`src/rtl/pc_unit.sv`:
```
// Fetch-stage program counter with redirect/branch/jump/call/return sources
// and a circular return-address stack that overwrites its oldest entry when full.
module pc_unit #(
  parameter int               WIDTH        = 32,
  parameter int               STEP         = 1,
  parameter logic [WIDTH-1:0] RESET_VECTOR = '0,
  parameter int               RAS_DEPTH    = 4
) (
  input  logic                             clk_i,
  input  logic                             rst_i,
  input  logic                             stall_i,
  input  logic                             redirect_valid_i,
  input  logic [WIDTH-1:0]                 redirect_target_i,
  input  logic                             branch_taken_i,
  input  logic [WIDTH-1:0]                 branch_target_i,
  input  logic                             jump_i,
  input  logic [WIDTH-1:0]                 jump_target_i,
  input  logic                             call_i,
  input  logic                             ret_i,
  output logic [WIDTH-1:0]                 pc_o,
  output logic [WIDTH-1:0]                 pc_plus_o,
  output logic [$clog2(RAS_DEPTH+1)-1:0]   ras_count_o,
  output logic                             ras_underflow_o
);

  localparam int PW = $clog2(RAS_DEPTH);
  localparam int CW = $clog2(RAS_DEPTH+1);

  logic [WIDTH-1:0] pc_q, pc_d;
  logic [PW-1:0]    ptr_q, ptr_d;
  logic [CW-1:0]    cnt_q, cnt_d;
  logic             uf_q, uf_d;
  logic [WIDTH-1:0] ras_q [RAS_DEPTH];
  logic             push_s;
  logic [PW-1:0]    wr_idx_s;
  logic [WIDTH-1:0] pc_plus_s;

  assign pc_plus_s       = pc_q + WIDTH'(STEP);
  assign pc_plus_o       = pc_plus_s;
  assign pc_o            = pc_q;
  assign ras_count_o     = cnt_q;
  assign ras_underflow_o = uf_q;

  // Next-PC selection and stack bookkeeping, highest priority source first.
  always_comb begin
    pc_d     = pc_q;
    ptr_d    = ptr_q;
    cnt_d    = cnt_q;
    uf_d     = 1'b0;
    push_s   = 1'b0;
    wr_idx_s = ptr_q;
    if (redirect_valid_i) begin
      pc_d = redirect_target_i;
    end else if (stall_i) begin
      pc_d = pc_q;
    end else if (ret_i) begin
      if (cnt_q != CW'(0)) begin
        pc_d = ras_q[ptr_q - PW'(1)];
        if (call_i) begin
          // Pop and push in one cycle: the return address replaces the top.
          push_s   = 1'b1;
          wr_idx_s = ptr_q - PW'(1);
        end else begin
          ptr_d = ptr_q - PW'(1);
          cnt_d = cnt_q - CW'(1);
        end
      end else begin
        pc_d = pc_plus_s;
        uf_d = 1'b1;
        if (call_i) begin
          push_s = 1'b1;
          ptr_d  = ptr_q + PW'(1);
          cnt_d  = CW'(1);
        end else begin
          push_s = 1'b0;
        end
      end
    end else if (branch_taken_i) begin
      pc_d = branch_target_i;
    end else if (jump_i) begin
      pc_d = jump_target_i;
      if (call_i) begin
        push_s = 1'b1;
        ptr_d  = ptr_q + PW'(1);
        cnt_d  = (cnt_q == CW'(RAS_DEPTH)) ? cnt_q : cnt_q + CW'(1);
      end else begin
        push_s = 1'b0;
      end
    end else begin
      pc_d = pc_plus_s;
    end
  end

  // Architectural state with synchronous reset.
  always_ff @(posedge clk_i) begin
    if (rst_i) begin
      pc_q  <= RESET_VECTOR;
      ptr_q <= PW'(0);
      cnt_q <= CW'(0);
      uf_q  <= 1'b0;
    end else begin
      pc_q  <= pc_d;
      ptr_q <= ptr_d;
      cnt_q <= cnt_d;
      uf_q  <= uf_d;
    end
  end

  // Stack storage is left uninitialised; the count hides stale entries.
  always_ff @(posedge clk_i) begin
    if (!rst_i && push_s) begin
      ras_q[wr_idx_s] <= pc_plus_s;
    end
  end

endmodule

```
`config.mk`:
```
export PLATFORM = sky130hd
export DESIGN_NAME = pc_unit
export DESIGN_NICKNAME = d
export VERILOG_FILES = /design/src/rtl/pc_unit.sv
export SDC_FILE = /design/constraint.sdc
export NUM_CORES = 1
export LEC_CHECK = 0
export CORE_MARGIN = 2
export CORE_UTILIZATION = 52
export CTS_CLUSTER_DIAMETER = 80
export CTS_CLUSTER_SIZE = 30
export DETAILED_ROUTE_END_ITERATION = 7
export GPL_TIMING_DRIVEN = 1
export PLACE_DENSITY = 0.81
export SLEW_MARGIN = 20
export SYNTH_ARGS = -nofsm -noshare
export SYNTH_HDL_FRONTEND = slang
export SYNTH_SLANG_ARGS = --single-unit
```
`constraint.sdc`:
```
create_clock -name clk_i -period 6.25 [get_ports clk_i]
set_input_delay 1.25 -clock clk_i [delete_from_list [all_inputs] [get_ports clk_i]]
set_output_delay 1.25 -clock clk_i [all_outputs]
set_load 0.1 [all_outputs]
```
Word level (Yosys, flattened, before mapping)
Memories as Yosys holds them, arrays and structs flattened.
Cells that the tools add are included.
- add/subtract/negate cells: 5
- $mul: 0
- div/mod/pow operators: 0
- magnitude comparators: 0
- equality and inequality tests: 5
- shift-type cells: 0
- muxes and demuxes: 34
- bitwise operators: 3
- reductions and logical operators: 9
- operators with widths (cell ; number):
    2-to-1 mux 32 bit ; 6
    adder 32 x 1 -> 32 bit, second input constant ; 1
    2-to-1 mux 3 bit ; 8
    2-to-1 mux 2 bit ; 11
    2-to-1 mux 1 bit ; 9
    AND reduction 8 bit ; 1
    nonzero test 2 bit ; 3
    AND reduction 5 bit ; 1
    != test 2 x 1 -> 1 bit, second input constant ; 2
    OR reduction 4 bit ; 1
    adder 3 x 1 -> 3 bit, second input constant ; 1
    equality test 3 bit, second input constant ; 1
    != test 3 bit, second input constant ; 1
    inverter 1 bit ; 3
    nonzero test 3 bit ; 1
    subtractor 3 x 1 -> 3 bit, second input constant ; 1
    adder 2 x 1 -> 2 bit, second input constant ; 1
    != test 2 bit, second input constant ; 1
    subtractor 2 x 1 -> 2 bit, second input constant ; 1
    logical AND 1 bit ; 1
    logical NOT 1 bit ; 1
- register bits: 38
- bits in latches: 0
- memory bits (writable): 128
- memory bits (read-only): 0
- bits of input ports: 104
- output and inout port bits: 68
- word-level logic and storage cells: 61
- memories: 1
- memory list (name ; words ; width ; rd ports ; clocked after memory_dff ; write ports ; line ; text):
    ras_q ; 4 ; 32 ; 1 ; 0 ; 1 ; 33 ; logic [WIDTH-1:0] ras_q [RAS_DEPTH];

Depth between registers and ports, before layout
- depth in word-level cells: 9
- depth in mapped cells: 9
- gate-level depth less buffers: 8

Worst setup path before layout
Ideal clock, no wire load.
- path kind: flip-flop to output port
- from: reg pc_q[2] (netlist: pc_o[2])
- to: out pc_plus_o[29]
- arrival: 4.792 ns
- required time: 5.000 ns
- setup slack: 0.208 ns
- stages on the path, launching flop included: 7
- path through: dfxtp_1 -> and4_1 -> dlymetal6s2s_1 -> nand4_1 -> or3_2 -> clkbuf_1 -> o31ai_1
- word-level cells in the longest chain between the ends: 1
- ends and longest elaborated chain (what ; line ; text):
    start: declaration ; 29 ; logic [WIDTH-1:0] pc_q, pc_d;
    start signal: assignment ; 102 ; pc_q <= pc_d;
    adder 32 x 1 -> 32 bit ; 38 ; assign pc_plus_s = pc_q + WIDTH'(STEP);
    end: declaration ; 21 ; output logic [WIDTH-1:0] pc_plus_o,
Every way passes these cells.

Worst setup path after layout
- from: reg pc_q[0] (netlist: pc_o[0])
- to: out pc_plus_o[18]
Same word-level chain as after synthesis.

==> implementation parameters <==
Parameter                              Value

Status
  Run status ... finished, final reports clean

Floorplan
  Die Outline Area ... 0.01705 mm2
  Die extent in x ... 130.6 um
  Io pins ... 172
  Chip Height ... 130.6 um
  Core region area ... 0.01577 mm2
  Standard-cell row count ... 46
  Initial core utilization ... 52.82%

Critical path
  Flop-to-flop setup slack ... 3.23 ns
  Data arrival time at the worst-slack endpoint ... 3.94 ns
  Worst R2R End ... ras_q[2][1]
  Setup crit start ... pc_o[0]
  Worst setup path category ... reg2out
  R2R depth ... 9
  Critical Path End ... pc_plus_o[18]
  Data required time of the critical path ... 5.00 ns
  Startpoint of the worst register-to-register path ... ras_count_o[0]
  Kind of end point of the critical path ... primary output
  Category of the worst setup path launch point ... flop
  Maximum fanout along the worst path ... 6

Power and ir drop
  Net switching power figure ... 0.0008747 W
  Part of the power in combinational logic ... 21.3%
  Clock group share of total power ... 35.7%
  Power, Total ... 0.002904 W
  Pleak ... 3.614 nW
  Switching Share ... 30.12%
  Power per unit of standard cell area ... 270.0 mW/mm2
  Sequential group share of total power ... 43.0%
  Internal Power ... 0.002029 W
  Worst VDD drop ... 179.4 uV

Clocking
  Clk_lat worst skew ... 0.43 ns
  Buffers from clock root to sink, at most ... 2
  TritonCTS buffer count ... 17
  Clock Pin Slew Worst Setup and Hold Paths ... 0.06 ns
  Clock tree from TritonCTS ... built
  Setup Fix Bufs, Post-CTS ... 0
  Level count of the clock H-tree ... 4
  Clk Tree Root Cell ... sky130_fd_sc_hd__clkbuf_16
  Hold-fix buffers at CTS ... 0
  Resized Gates After CTS ... 0
  Number of clock sinks seen by CTS ... 166

Detailed routing
  Detailed-route vias per instance ... 6.394
  Wirelength, routed ... 25940 um
  Via count ... 6912
  Number of antenna-violating nets in the routed design ... 0
  Number of remaining DRC errors ... 0
  Length of the first detailed-routing pass in iterations ... 5
  DRC marker count from the first detailed-route iteration ... 831
  Average wire per cell in the routed design ... 23.99 um

Layout
  Post-Layout Cell Count ... 1081
  Layout cells sized above 1 ... 11.68%
  Number of filler cells placed in the layout ... 1145
  Growth of design area from synthesis to finish ... 29.14%
  Post-layout net count ... 960
  Area occupied by registers ... 0.004606 mm2
  Area used by multi-input combinational logic ... 0.003342 mm2
  Number of inserted diodes ... 0

STA
  Post-layout worst setup margin ... 1.064 ns
  Max Slew Vio Count ... 0
  Setup repair after global routing missed its margin ... no
  Final Hold Slack ... 0.5515 ns
  Max Fclk ... 192.8 MHz
  Final-report hold violation count ... 0
  Final setup violation count ... 0
  Measured slew at the worst slew-check pin ... 1.058 ns
  Setup total negative slack ... 0 ns
  Portion of the clock cycle consumed by the worst path in the final layout ... 82.98%
  Worst slew slack as a fraction of its limit ... 29.22%
  Final worst clock skew ... 0.009244 ns
  Shortest clock period the worst path allows after layout ... 5.186 ns

Run
  Max-cap check violation count ... 0

Synth
  Count of yosys warnings during synthesis ... 0
  Average cell area after synthesis ... 11.97 um2
  Synthesized instance count ... 696
  Part of the Yosys area used for sequential elements ... 55.28%
  Synthesized area ... 0.008329 mm2
  Synth Register Bits ... 166
  Number of synthesized flops with an enable pin ... 128
  Share of flip-flops with an asynchronous set or reset ... 0%
  Nets in the synthesized netlist ... 804
  Library cells used by synthesis ... 66
  Leading register cell type out of synthesis ... sky130_fd_sc_hd__edfxtp_1

Placed design
  Routability congestion estimate ... 0.9447
  # port buffers ... 171
  Cell count after placement ... 1049
  Post-place setup slack ... 1.555 ns
  Half-perimeter wire length after placement ... 17350 um

GRT
  Global-route wire length before repair ... 38790 um
  Number of global-route vias before repair ... 6792
  Pin count of the biggest net entering global routing ... 55
  Remaining global-route overflow ... 0
  Number of antenna violations at the first check in global routing ... 0
  Gr usage total ... 31.15%

Hold path
  Hold WC Path Type ... reg2reg
stage by stage:
stage,area (um2),utilization (%)
final,10760,68.21
after global placement,10170,64.50
after detailed placement,10170,64.50
after floorplan,8329,-
after CTS,10750,68.15
after global routing,10760,68.21
power groups by stage:
stage               clock, W  combinational (W)  sequential, W
finish               0.00104           0.000620        0.00125
global route         0.00109           0.000644        0.00125
CTS                  0.00104           0.000614        0.00125
detailed placement         0           0.000610        0.00127
global placement           0           0.000604        0.00127
floorplan                  0           0.000298        0.00138
cells in the final DEF, fill, tap and decap left out, drive strengths merged, types with 6 or more instances in the layout:
master | synthesis | layout
nand4 | 9 | 9
clkinv | 1 | 6
nor3 | 17 | 17
buf | 13 | 23
a31oi | 7 | 7
o22ai | 9 | 9
a2111oi | 6 | 6
nor2 | 54 | 54
o21a | 6 | 6
and3 | 10 | 10
clkdlybuf4s50 | 0 | 168
nand3 | 17 | 17
dfxtp | 38 | 38
o21ai | 30 | 30
mux2i | 10 | 10
a221oi | 22 | 22
edfxtp | 128 | 128
inv | 30 | 30
mux4 | 32 | 32
nand2 | 42 | 42
xnor2 | 23 | 23
a22oi | 20 | 20
a21oi | 43 | 43
clkbuf | 40 | 22
and2 | 6 | 6
xor2 | 11 | 11
how the worst min path moves through the flow:
| stage | slack (ns) | end | startpoint | depth (start not counted) |
|---|---|---|---|---|
| 6_report | 0.55 | ras_count_o[0] | ras_count_o[0] | 2 |
| 5_1_grt | 0.61 | ras_count_o[0] | ras_count_o[0] | 2 |
| 4_1_cts | 0.55 | ras_count_o[0] | ras_count_o[0] | 2 |
| 3_5_place_dp | 0.55 | ras_count_o[0] | ras_count_o[0] | 2 |
| 3_3_place_gp | 0.52 | ras_count_o[0] | ras_count_o[0] | 2 |
| 2_1_floorplan | 0.70 | pc_o[0] | ras_q[1][0] | 3 |
metal layers:
metal	up-vias	global-route usage [%]	share of wire [%]
met5	-	0	0
met4	0	12.33	3.2
met3	70	9.039	11
met2	468	49.48	47
met1	3378	40.81	38
li1	2996	-	-
cells by family after synthesis:
group / count (synthesis) / synth area share (%)
muxes: 43 / 9.990
AOI/OAI and AO/OA: 181 / 14.81
and+or+nand+nor: 183 / 10.83
adders and majority gates: 4 / 0.6009
DFF: 166 / 55.28
buffers and inverters: 85 / 4.912
xor gates and xnor gates: 34 / 3.575
layout make-up:
class | count | share of cell area (%)
tap | 216 | 2.512
clock buffer | 22 | 4.129
sequential | 166 | 42.82
multi-input combinational | 445 | 31.07
timing repair buffer | 191 | 17.17
clock inverter | 10 | 1.221
inverter | 31 | 1.082
cell usage after synthesis, types with 6 or more instances:
master,count,area (um2)
sky130_fd_sc_hd__nand3_1,16,80.08
sky130_fd_sc_hd__o21a_1,6,45.04
sky130_fd_sc_hd__edfxtp_1,128,3844
sky130_fd_sc_hd__nor2_1,53,198.9
sky130_fd_sc_hd__a2111oi_0,6,52.55
sky130_fd_sc_hd__mux2i_1,10,100.1
sky130_fd_sc_hd__o21ai_0,30,150.1
sky130_fd_sc_hd__mux4_2,32,720.7
sky130_fd_sc_hd__xor2_1,11,96.34
sky130_fd_sc_hd__inv_1,30,112.6
sky130_fd_sc_hd__clkbuf_1,37,138.9
sky130_fd_sc_hd__xnor2_1,23,201.4
sky130_fd_sc_hd__and3_1,7,43.79
sky130_fd_sc_hd__a221oi_1,22,192.7
sky130_fd_sc_hd__nand4_1,8,50.05
sky130_fd_sc_hd__nand2_1,42,157.7
sky130_fd_sc_hd__a31oi_1,7,43.79
sky130_fd_sc_hd__o22ai_1,9,56.30
sky130_fd_sc_hd__a21oi_1,43,215.2
sky130_fd_sc_hd__dfxtp_1,38,760.7
sky130_fd_sc_hd__nor3_1,17,85.08
sky130_fd_sc_hd__a22oi_1,20,150.1
critical path, cell delays in order (launching register included):
cell and delay [ns]:
sky130_fd_sc_hd__dfxtp_1 0.41, sky130_fd_sc_hd__ha_1 0.33, sky130_fd_sc_hd__nand4_1 0.17, sky130_fd_sc_hd__nor4_1 0.67, sky130_fd_sc_hd__nand4_1 0.27, sky130_fd_sc_hd__xnor2_1 0.42
sky130_fd_sc_hd__clkdlybuf4s50_1 1.23
registers in the layout, summed over array words and instances (netlist names):
signal,count
ras_q,128
pc_o,32
ras_count_o,3
ptr_q,2
ras_underflow_o,1
No activity file was read; power rests on OpenSTA's default activity.
